--- config.mk ---
export PLATFORM = sky130hd
export DESIGN_NAME = deca_key_pio
export DESIGN_NICKNAME = d
export VERILOG_FILES = /design/src/rtl/deca_key_pio_pkg.sv /design/src/rtl/deca_key_debounce.sv /design/src/rtl/deca_key_pio.sv
export SDC_FILE = /design/constraint.sdc
export NUM_CORES = 1
export LEC_CHECK = 0
export ABC_AREA = 1
export CORE_AREA = 10 10 48 87
export CTS_CLUSTER_SIZE = 25
export DETAILED_ROUTE_END_ITERATION = 7
export DIE_AREA = 0 0 58 97
export HOLD_SLACK_MARGIN = 0.02
export PLACE_DENSITY = 0.93
export REMOVE_ABC_BUFFERS = 1
export SLEW_MARGIN = 0
export SYNTH_ARGS = -nofsm -noshare
export SYNTH_HDL_FRONTEND = slang
export SYNTH_SLANG_ARGS = --single-unit
--- constraint.sdc ---
create_clock -name clk -period 2.5 [get_ports clk]
set_clock_uncertainty 0.05 [all_clocks]
set_input_delay 0.5 -clock clk [delete_from_list [all_inputs] [get_ports clk]]
set_output_delay 0.5 -clock clk [all_outputs]
set_load 0.05 [all_outputs]
--- src/rtl/deca_key_pio_pkg.sv ---
// deca_key_pio_pkg
//   Shared constants for the DECA key/switch input PIO: register word
//   offsets and the reset values used by the top level and the debounce
//   channel.
package deca_key_pio_pkg;

   localparam logic [2:0] ADDR_DATA = 3'd0;
   localparam logic [2:0] ADDR_RISE = 3'd1;
   localparam logic [2:0] ADDR_MASK = 3'd2;
   localparam logic [2:0] ADDR_EDGE = 3'd3;
   localparam logic [2:0] ADDR_FALL = 3'd4;
   localparam logic [2:0] ADDR_DEB  = 3'd5;

   localparam int unsigned DEB_W_DEFAULT   = 16;
   localparam int unsigned DEB_DEFAULT_VAL = 50000;

endpackage

--- src/rtl/deca_key_debounce.sv ---
// deca_key_debounce
//   One debounce channel. The filtered level follows the synchronised input
//   only after the two have disagreed for max(thresh,1) consecutive cycles.
// Ports:
//   clk      system clock
//   reset_n  synchronous active-low reset
//   d2       synchronised input level
//   thresh   required mismatch run length (0 behaves as 1)
//   deb      filtered level
module deca_key_debounce
   import deca_key_pio_pkg::*;
#(
   parameter int unsigned DEB_W       = DEB_W_DEFAULT,
   parameter logic        RESET_LEVEL = 1'b1
) (
   input  logic             clk,
   input  logic             reset_n,
   input  logic             d2,
   input  logic [DEB_W-1:0] thresh,
   output logic             deb
);

   logic [DEB_W-1:0] cnt;
   logic [DEB_W-1:0] limit;
   logic [DEB_W:0]   cnt_inc;

   assign limit   = (thresh == '0) ? DEB_W'(1) : thresh;
   assign cnt_inc = {1'b0, cnt} + 1'b1;

   // A lowered threshold is honoured immediately by the >= compare, so a
   // count already past the new limit commits on the next mismatch cycle.
   always_ff @(posedge clk) begin
      if (!reset_n) begin
         deb <= RESET_LEVEL;
         cnt <= '0;
      end else if (d2 == deb) begin
         cnt <= '0;
      end else if (cnt_inc >= {1'b0, limit}) begin
         deb <= d2;
         cnt <= '0;
      end else if (!(&cnt)) begin
         cnt <= cnt_inc[DEB_W-1:0];
      end
   end

endmodule

--- src/rtl/deca_key_pio.sv ---
// deca_key_pio
//   Avalon-MM input PIO for DECA push-buttons/switches: two-flop
//   synchroniser, optional per-channel debounce, selectable rising/falling
//   edge detect, write-1-to-clear edge capture and a level interrupt.
//   Offsets 0, 2 and 3 match the legacy 2-bit key PIO.
// Build option:
//   DECA_KEY_PIO_DEBOUNCE_EN  enables the per-channel debounce counters and
//                             the DEB_THRESH register; otherwise the filtered
//                             level is simply d2 delayed by one register.
// Ports:
//   clk, reset_n  system clock, synchronous active-low reset
//   address       word address (0..7)
//   chipselect    slave select
//   write_n       active-low write strobe
//   writedata     write data
//   in_port       asynchronous key inputs
//   readdata      registered read data (1-cycle latency, always follows address)
//   irq           level interrupt, |(EDGE_CAPTURE & IRQ_MASK)
module deca_key_pio
   import deca_key_pio_pkg::*;
#(
   parameter int unsigned      WIDTH       = 2,
   parameter logic [WIDTH-1:0] RESET_LEVEL = {WIDTH{1'b1}},
   parameter int unsigned      DEB_W       = DEB_W_DEFAULT,
   parameter logic [DEB_W-1:0] DEB_DEFAULT = DEB_W'(DEB_DEFAULT_VAL)
) (
   input  logic             clk,
   input  logic             reset_n,
   input  logic [2:0]       address,
   input  logic             chipselect,
   input  logic             write_n,
   input  logic [31:0]      writedata,
   input  logic [WIDTH-1:0] in_port,
   output logic [31:0]      readdata,
   output logic             irq
);

   logic [WIDTH-1:0] d1;
   logic [WIDTH-1:0] d2;
   logic [WIDTH-1:0] deb;
   logic [WIDTH-1:0] prev;
   logic [WIDTH-1:0] rise_en;
   logic [WIDTH-1:0] fall_en;
   logic [WIDTH-1:0] irq_mask;
   logic [WIDTH-1:0] edge_cap;
   logic [WIDTH-1:0] edge_evt;
   logic [WIDTH-1:0] clr_bits;
   logic [31:0]      rd_mux;
   logic             wr;

   // Upper writedata bits are architecturally ignored.
   logic unused_wdata;
   assign unused_wdata = ^writedata;

   assign wr = chipselect & ~write_n;

   always_ff @(posedge clk) begin
      if (!reset_n) begin
         d1   <= RESET_LEVEL;
         d2   <= RESET_LEVEL;
         prev <= RESET_LEVEL;
      end else begin
         d1   <= in_port;
         d2   <= d1;
         prev <= deb;
      end
   end

`ifdef DECA_KEY_PIO_DEBOUNCE_EN
   logic [DEB_W-1:0] deb_thresh;

   always_ff @(posedge clk) begin
      if (!reset_n) begin
         deb_thresh <= DEB_DEFAULT;
      end else if (wr && address == ADDR_DEB) begin
         deb_thresh <= writedata[DEB_W-1:0];
      end
   end

   for (genvar i = 0; i < WIDTH; i++) begin : gen_deb
      deca_key_debounce #(
         .DEB_W       (DEB_W),
         .RESET_LEVEL (RESET_LEVEL[i])
      ) u_deb (
         .clk     (clk),
         .reset_n (reset_n),
         .d2      (d2[i]),
         .thresh  (deb_thresh),
         .deb     (deb[i])
      );
   end
`else
   localparam int unsigned unused_deb_default = 32'(DEB_DEFAULT);

   always_ff @(posedge clk) begin
      if (!reset_n) begin
         deb <= RESET_LEVEL;
      end else begin
         deb <= d2;
      end
   end
`endif

   assign edge_evt = (rise_en & deb & ~prev) | (fall_en & ~deb & prev);
   assign clr_bits = (wr && address == ADDR_EDGE) ? writedata[WIDTH-1:0] : '0;

   always_ff @(posedge clk) begin
      if (!reset_n) begin
         rise_en  <= '0;
         fall_en  <= '0;
         irq_mask <= '0;
         edge_cap <= '0;
      end else begin
         if (wr && address == ADDR_RISE) rise_en  <= writedata[WIDTH-1:0];
         if (wr && address == ADDR_FALL) fall_en  <= writedata[WIDTH-1:0];
         if (wr && address == ADDR_MASK) irq_mask <= writedata[WIDTH-1:0];
         // OR-ing the event in after the clear means a coincident edge survives.
         edge_cap <= (edge_cap & ~clr_bits) | edge_evt;
      end
   end

   assign irq = |(edge_cap & irq_mask);

   always_comb begin
      rd_mux = '0;
      case (address)
         ADDR_DATA: rd_mux = 32'(deb);
         ADDR_RISE: rd_mux = 32'(rise_en);
         ADDR_MASK: rd_mux = 32'(irq_mask);
         ADDR_EDGE: rd_mux = 32'(edge_cap);
         ADDR_FALL: rd_mux = 32'(fall_en);
`ifdef DECA_KEY_PIO_DEBOUNCE_EN
         ADDR_DEB:  rd_mux = 32'(deb_thresh);
`endif
         default:   rd_mux = '0;
      endcase
   end

   always_ff @(posedge clk) begin
      if (!reset_n) begin
         readdata <= '0;
      end else begin
         readdata <= rd_mux;
      end
   end

endmodule

# Word-level counts from Yosys, hierarchy flattened
# Index checks and enable logic that the tools add are counted.
# op_classes
bitwise	13
eq_ne	4
n_mux	2
n_reduce_logical	6
# ops
operator	count
2-bit AND	6
2-bit one-hot mux with 5 select lines	1
3-bit by 2-bit == test with 1-bit output (second input constant)	2
2-bit NOT	3
1-bit logical AND	4
2-bit OR	2
3-bit by 1-bit == test with 1-bit output (second input constant)	1
3-bit == test (second input constant)	1
3-bit logical NOT	1
2-bit 2-to-1 mux	1
2-bit OR reduction	1
1-bit AND	1
1-bit NOT	1
# totals
out_inout_bits	33
wordCells	34
regBits	48

# Depth between registers and ports, before layout
# Gate-level depths: netlist (run 1).
# depth
ltp_word	7
mapped_depth	6

# Worst setup path before layout (run 1)
# No wires, ideal clock.
# synth_timing
kind	register -> output
from	register edge_cap[1]
to	output port irq
stages_incl_launch_ff	2
t_required_ns	1.950
slack_ns	1.177
path_buffers	0
t_arrival_ns	0.773
path_cell_list	dfxtp_1 a22o_1
# synth_between
elab_chain_len	2
# synth_rtl
item	line	source
from (decl)	deca_key_pio.sv:45	logic [WIDTH-1:0] edge_cap;
from (signal assigned)	deca_key_pio.sv:118	edge_cap <= (edge_cap & ~clr_bits) | edge_evt;
2-bit AND	deca_key_pio.sv:122	assign irq = |(edge_cap & irq_mask);
2-bit OR reduction	deca_key_pio.sv:122	
to (decl)	deca_key_pio.sv:35	output logic irq
# No other way between the ends.

# Worst setup path in the final report (run 1)
# layout_timing
from	register edge_cap[0]
to	output port irq
# Same word-level chain as after synthesis.

==> impl_metrics.sql, run 1 <==
INSERT INTO impl_metrics (metric_group, metric, value, unit) VALUES
('timing', 'grt_setup_unrepaired', 'no', ''),
('floorplanning', 'die_x', '58', 'um'),
('power_and_ir_drop', 'worst_ir_drop_vdd', '0.3391', 'mV'),
('synthesis', 'synthTopCellsByArea', 'sky130_fd_sc_hd__dfxtp_1 (37%), sky130_fd_sc_hd__buf_4 (23%), sky130_fd_sc_hd__nor2_1 (5.3%)', ''),
('timing', 'relSlewSlack', '0.6649', ''),
('detailed_routing', 'detailroute.via_count', '763', ''),
('cells_and_area', 'layout_common_cells', 'sky130_fd_sc_hd__conb_1 (30), sky130_fd_sc_hd__dfxtp_1 (18), sky130_fd_sc_hd__nor2_1 (14)', ''),
('min_path', 'timing.hold.worst.class', 'reg2reg', ''),
('cells_and_area', 'filler_cell_count', '301', ''),
('clocking', 'worst_setup_hold_path_clk_slew', '0.07', 'ns'),
('clocking', 'clock_sink_count', '18', ''),
('cells_and_area', 'multi_input_comb_area', '470.5', 'um2'),
('place', 'place_inst', '166', ''),
('timing', 'final.setup.tns', '0', 'ns'),
('place', 'placement.setup.worst_slack', '0.6454', 'ns'),
('floorplanning', 'die_height', '97', 'um'),
('global_routing', 'groute.usage.overall', '0.07273', ''),
('cells_and_area', 'antenna_cells', '0', ''),
('detailed_routing', 'drcViolationCount', '0', ''),
('clocking', 'post_cts.resized_instances', '0', ''),
('timing', 'timing.final.hold_violations', '0', ''),
('global_routing', 'grt_overflow_total', '0', ''),
('synthesis', 'synth.ff_latch_count', '18', ''),
('detailed_routing', 'route.antenna.remaining_nets', '0', ''),
('synthesis', 'yosys_warnings', '0', ''),
('synthesis', 'post_synth.cell_area_avg', '7.878', 'um2'),
('floorplanning', 'design.portCount', '74', ''),
('cells_and_area', 'layout.cells.most_common', 'sky130_fd_sc_hd__conb_1', ''),
('timing', 'finalSetupViolCount', '0', ''),
('clocking', 'cts.htree.levels', '1', ''),
('run_status', 'run_status', 'finished, final reports clean', ''),
('timing', 'fin_crit_sh', '0.8516', ''),
('place', 'gp_congestion', '0.8126', ''),
('flow_run', 'cap_violations', '0', ''),
('detailed_routing', 'drt_iter0_drcs', '17', ''),
('place', 'io_buffers', '13', ''),
('clocking', 'tritoncts', 'built', ''),
('global_routing', 'grt_start_max_net_pins', '12', ''),
('timing', 'fin_crit', '2.129', 'ns'),
('worst_setup_path', 'crit_path_capture_type', 'output pin', ''),
('floorplanning', 'rows', '27', ''),
('floorplanning', 'floorplan.core_area', '2770', 'um2'),
('synthesis', 'netlist.area_leader.share', '0.3659', ''),
('synthesis', 'synth_largest_area_cell', 'sky130_fd_sc_hd__dfxtp_1', ''),
('cells_and_area', 'post_route_cells_drive_above_1_share', '0.1418', ''),
('timing', 'final.setup.worst_slack', '0.3709', 'ns'),
('timing', 'max_slew.worst_pin.slew', '0.5011', 'ns'),
('synthesis', 'netlist_area', '984.7', 'um2'),
('worst_setup_path', 'arrival', '1.58', 'ns'),
('clocking', 'cts_hold_buffers', '0', ''),
('clocking', 'postCtsSetupBuffers', '0', ''),
('detailed_routing', 'firstDrtPassIters', '4', ''),
('cells_and_area', 'final_core_util', '0.3948', ''),
('worst_setup_path', 'critical_path_peak_fanout', '3', ''),
('synthesis', 'post_synth_inst_count', '125', ''),
('detailed_routing', 'wl_per_cell', '11.87', 'um'),
('clocking', 'clk-insertion-delay-late', '0.25', 'ns'),
('detailed_routing', 'detail_route.vias_per_cell', '4.488', ''),
('floorplanning', 'fp.dieArea', '5626', 'um2'),
('cells_and_area', 'ff_latch_area', '360.3', 'um2'),
('timing', 'max_clock_freq', '0.4697', 'GHz'),
('timing', 'final_max_slew_viol_count', '0', ''),
('clocking', 'cts_buffer_depth', '2', ''),
('power_and_ir_drop', 'leakage', '0.4623', 'nW'),
('global_routing', 'initial_antenna_violation_count', '0', ''),
('detailed_routing', 'finalWirelength', '2.018', 'mm'),
('cells_and_area', 'synthToLayoutAreaGrowth', '11.05', '%'),
('place', 'place_hpwl', '1.726', 'mm'),
('worst_setup_path', 'worstSetupStartpointType', 'flop', ''),
('synthesis', 'synth.lib_cells_used.distinct', '22', ''),
('cells_and_area', 'layout.nets', '183', ''),
('worst_setup_path', 'crit_type', 'reg2out', ''),
('power_and_ir_drop', 'power_density', '631.8', 'nW/um2'),
('synthesis', 'yosysSeqAreaShare', '0.3659', ''),
('floorplanning', 'floorplan.initialDensity', '0.3555', ''),
('cells_and_area', 'instances_no_fill', '170', ''),
('global_routing', 'first_global_vias', '841', ''),
('clocking', 'tritoncts.num_buffers', '3', ''),
('worst_setup_path', 'worst-endpoint-required', '1.95', 'ns'),
('clocking', 'cts_root_buffer', 'sky130_fd_sc_hd__clkbuf_8', ''),
('global_routing', 'global_route_wire_length_before_repair', '3.360', 'mm');
==> layer usage <==
layer | vias up | GRT usage | routed length (um)
met1 | 338 | 0.05684 | 742
met4 | 0 | 0.05435 | 83
li1 | 375 | - | -
met2 | 40 | 0.1275 | 981
met5 | - | 0 | 0
met3 | 10 | 0.03660 | 210
==> flip-flops by register name (all words and copies together), names as in the netlist <==
name,cells
d1,2
d2,2
deb,2
edge_cap,2
fall_en,2
irq_mask,2
prev,2
readdata,2
rise_en,2
==> metrics by stage <==
step                cell area, um2  power, mW  hold WS [ns]
finish                        1094     0.6909        0.3600
global route                  1094     0.7200        0.3849
CTS                           1094     0.6963        0.3632
detailed placement            1039     0.4602        0.3444
global placement              1039     0.4587        0.3365
floorplan                    864.6     0.4277        0.3355
==> final timing paths <==
check	startpoint	endpoint	slack (ns)	cells after the start
worst max-delay path	edge_cap[0]$_SDFF_PN0_	irq	0.37	2
worst min-delay path	d1[1]$_SDFF_PN1_	d2[1]$_SDFF_PN1_	0.36	1
worst max register to register	rise_en[0]$_SDFFE_PN0P_	edge_cap[0]$_SDFF_PN0_	1.63	3
worst min register to register	d1[1]$_SDFF_PN1_	d2[1]$_SDFF_PN1_	0.36	1
==> Yosys cell counts, drive strengths merged <==
library cell,number
o21a,1
or2,7
nor2,19
a22o,1
nand2,8
nand4,4
nand3,12
inv,8
clkbuf,1
dfxtp,18
a21oi,3
buf,30
conb,1
clkinv,1
nor3,4
o21ai,7
==> critical path, cell delays in order (launching register included) <==
cell                              delay [ns]
sky130_fd_sc_hd__dfxtp_1                0.37
sky130_fd_sc_hd__a22o_1                 0.16
sky130_fd_sc_hd__clkdlybuf4s50_1        0.80
==> cell type report <==
type | count | area share
clock buffers | 4 | 0.05034
inverters | 9 | 0.03089
multi-input cells | 96 | 0.4302
flip-flops and latches | 18 | 0.3295
well taps | 29 | 0.03318
repair buffers | 14 | 0.1259
==> where the power goes <==
part / internal, mW / switching [mW]
sequential: 0.294 / 0.00355
clock: 0.140 / 0.0948
combinational: 0.0258 / 0.132
==> cells by family (layout without fill, tap and decap cells) <==
family	count (synthesis)	in the layout	synth area share
and+or+nand+nor	54	54	0.2922
buffers and inverters	40	27	0.2668
DFF	18	18	0.3660
AOI/OAI and AO/OA	12	12	0.07116
other	1	30	0.003808
(Power assumes the default switching activity.)
==> run 2, diff against run 1 <==
Settings changed: CORE_AREA 10 10 48 87 to 10 10 55 57, DIE_AREA 0 0 58 97 to 0 0 65 67, DONT_BUFFER_PORTS set to 1, GPL_TIMING_DRIVEN set to 0, PLACE_DENSITY 0.93 to 0.75, TNS_END_PERCENT set to 30.
==> impl_metrics.sql, run 2 (synthesis results as in run 1) <==
INSERT INTO impl_metrics (metric_group, metric, value, unit) VALUES
('run_status', 'run_status', 'finished, final reports clean', ''),
('clocking', 'post_cts.resized_instances', '0', ''),
('clocking', 'cts.htree.levels', '1', ''),
('place', 'gp_congestion', '0.8167', ''),
('detailed_routing', 'detailroute.via_count', '690', ''),
('worst_setup_path', 'worstReg2RegEnd', 'readdata[1]$_SDFF_PN0_', ''),
('worst_setup_path', 'critical_path.slowest_cell', 'sky130_fd_sc_hd__a22o_1', ''),
('global_routing', 'first_global_vias', '676', ''),
('power_and_ir_drop', 'leakage', '0.4003', 'nW'),
('clocking', 'postCtsSetupBuffers', '0', ''),
('worst_setup_path', 'max_stage_delay', '0.47', 'ns'),
('detailed_routing', 'detail_route.vias_per_cell', '4.481', ''),
('global_routing', 'groute.usage.overall', '0.08458', ''),
('worst_setup_path', 'critPathLaunch', 'edge_cap[1]$_SDFF_PN0_', ''),
('detailed_routing', 'drcViolationCount', '0', ''),
('clocking', 'worst_setup_hold_path_clk_slew', '0.10', 'ns'),
('timing', 'max_clock_freq', '0.5864', 'GHz'),
('clocking', 'clock_sink_count', '18', ''),
('detailed_routing', 'firstDrtPassIters', '4', ''),
('power_and_ir_drop', 'worst_ir_drop_vdd', '0.3779', 'mV'),
('worst_setup_path', 'critical_path_buf_inv_count', '0', ''),
('global_routing', 'initial_antenna_violation_count', '0', ''),
('floorplanning', 'floorplan.core_area', '1942', 'um2'),
('global_routing', 'grt_start_max_net_pins', '12', ''),
('global_routing', 'global_route.peak_usage_layer', 'met2', ''),
('worst_setup_path', 'timing.reg2reg.worst_path_depth', '4', ''),
('timing', 'fin_crit_sh', '0.6822', ''),
('detailed_routing', 'finalWirelength', '1.805', 'mm'),
('floorplanning', 'die_height', '67', 'um'),
('global_routing', 'grt_util_met3', '0.05184', ''),
('clocking', 'tritoncts.num_buffers', '3', ''),
('worst_setup_path', 'critical_path.cell_chain', 'a22o_1', ''),
('cells_and_area', 'multi_input_comb_area', '470.5', 'um2'),
('cells_and_area', 'antenna_cells', '0', ''),
('worst_setup_path', 'crit_path_capture_type', 'output pin', ''),
('floorplanning', 'die_x', '65', 'um'),
('detailed_routing', 'drt_iter0_drcs', '24', ''),
('cells_and_area', 'filler_cell_count', '195', ''),
('cells_and_area', 'layout_common_cells', 'sky130_fd_sc_hd__conb_1 (30), sky130_fd_sc_hd__dfxtp_1 (18), sky130_fd_sc_hd__nor2_1 (14)', ''),
('clocking', 'cts_buffer_depth', '2', ''),
('flow_run', 'cap_violations', '0', ''),
('place', 'io_buffers', '0', ''),
('worst_setup_path', 'critical_path_peak_fanout', '3', ''),
('cells_and_area', 'synthToLayoutAreaGrowth', '-5.083', '%'),
('detailed_routing', 'wl_per_cell', '11.72', 'um'),
('worst_setup_path', 'crit_type', 'reg2out', ''),
('global_routing', 'grt_use_met1', '0.08521', ''),
('worst_setup_path', 'crit_family', 'compound AO/OA/AOI/OAI gates', ''),
('worst_setup_path', 'worst-path-stages', '1', ''),
('cells_and_area', 'ff_latch_area', '360.3', 'um2'),
('global_routing', 'global_route_wire_length_before_repair', '3.056', 'mm'),
('floorplanning', 'fp.dieArea', '4355', 'um2'),
('clocking', 'clk-insertion-delay-late', '0.30', 'ns'),
('power_and_ir_drop', 'power_density', '650.0', 'nW/um2'),
('worst_setup_path', 'arrival', '1.16', 'ns'),
('min_path', 'hold_start', 'reset_n', ''),
('timing', 'hold_slack', '0.2130', 'ns'),
('clocking', 'tritoncts', 'built', ''),
('min_path', 'timing.hold.worst.class', 'in2reg', ''),
('place', 'placement.setup.worst_slack', '1.126', 'ns'),
('timing', 'timing.final.hold_violations', '0', ''),
('floorplanning', 'floorplan.initialDensity', '0.5071', ''),
('worst_setup_path', 'worstSetupStartpointType', 'flop', ''),
('cells_and_area', 'layout.nets', '169', ''),
('clocking', 'cts_root_buffer', 'sky130_fd_sc_hd__clkbuf_4', ''),
('floorplanning', 'rows', '16', ''),
('cells_and_area', 'layout.cells.most_common', 'sky130_fd_sc_hd__conb_1', ''),
('worst_setup_path', 'worst_r2r_startpoint', 'irq_mask[1]$_SDFFE_PN0P_', ''),
('global_routing', 'grt_overflow_total', '0', ''),
('worst_setup_path', 'r2r_slack', '1.67', 'ns'),
('worst_setup_path', 'worst-endpoint-required', '1.95', 'ns'),
('timing', 'grt_setup_unrepaired', 'no', ''),
('timing', 'final_max_slew_viol_count', '0', ''),
('timing', 'finalSetupViolCount', '0', ''),
('global_routing', 'met2_usage', '0.1404', ''),
('worst_setup_path', 'crit_end', 'irq', ''),
('place', 'place_hpwl', '1.480', 'mm'),
('timing', 'final.setup.worst_slack', '0.7946', 'ns'),
('cells_and_area', 'post_route_cells_drive_above_1_share', '0.1496', ''),
('floorplanning', 'design.portCount', '74', ''),
('clocking', 'cts_hold_buffers', '0', ''),
('detailed_routing', 'route.antenna.remaining_nets', '0', ''),
('timing', 'final.setup.tns', '0', 'ns'),
('timing', 'fin_crit', '1.705', 'ns'),
('power_and_ir_drop', 'p_total', '0.6075', 'mW');
run 2: cell types whose count changed in the layout (fill, tap and decap cells not counted), sizes merged:
| cell | previous run | this run |
|---|---|---|
| buf | 1 | 0 |
| clkdlybuf4s50 | 13 | 0 |
run 2: worst min-delay path by stage:
stage / to / slack [ns] / cells after the start
6_report: prev[0]$_SDFF_PN1_ / 0.21 / 1
5_1_grt: prev[0]$_SDFF_PN1_ / 0.22 / 1
4_1_cts: prev[0]$_SDFF_PN1_ / 0.21 / 1
3_5_place_dp: d2[0]$_SDFF_PN1_ / 0.34 / 1
3_3_place_gp: deb[1]$_SDFF_PN1_ / 0.34 / 1
2_1_floorplan: d2[0]$_SDFF_PN1_ / 0.34 / 1
run 2: through the flow:
stage	instances	cell area, um2	util
after global placement	150	898.4	0.4626
final	154	934.6	0.4813
after floorplan	123	864.6	-
after CTS	154	934.6	0.4813
after detailed placement	150	898.4	0.4626
after global routing	154	934.6	0.4813
run 2: per-layer routing:
layer,share of wire,routed length (um)
met1,0.40,721
met2,0.43,785
met3,0.15,269
met4,0.016,28
met5,0,0
run 2: power by group:
part	leakage (nW)	switching, mW	internal, mW	total, mW
registers	0.147	0.00729	0.294	0.302
logic	0.233	0.117	0.00991	0.127
clock network	0.0210	0.0898	0.0888	0.179
total	0.400	0.215	0.393	0.607
run 2: area by class of cell:
class                      count  share of cell area
multi-input combinational     96              0.5033
sequential                    18              0.3855
clock buffer                   4             0.03882
inverter                       9             0.03614
tap                           27             0.03614
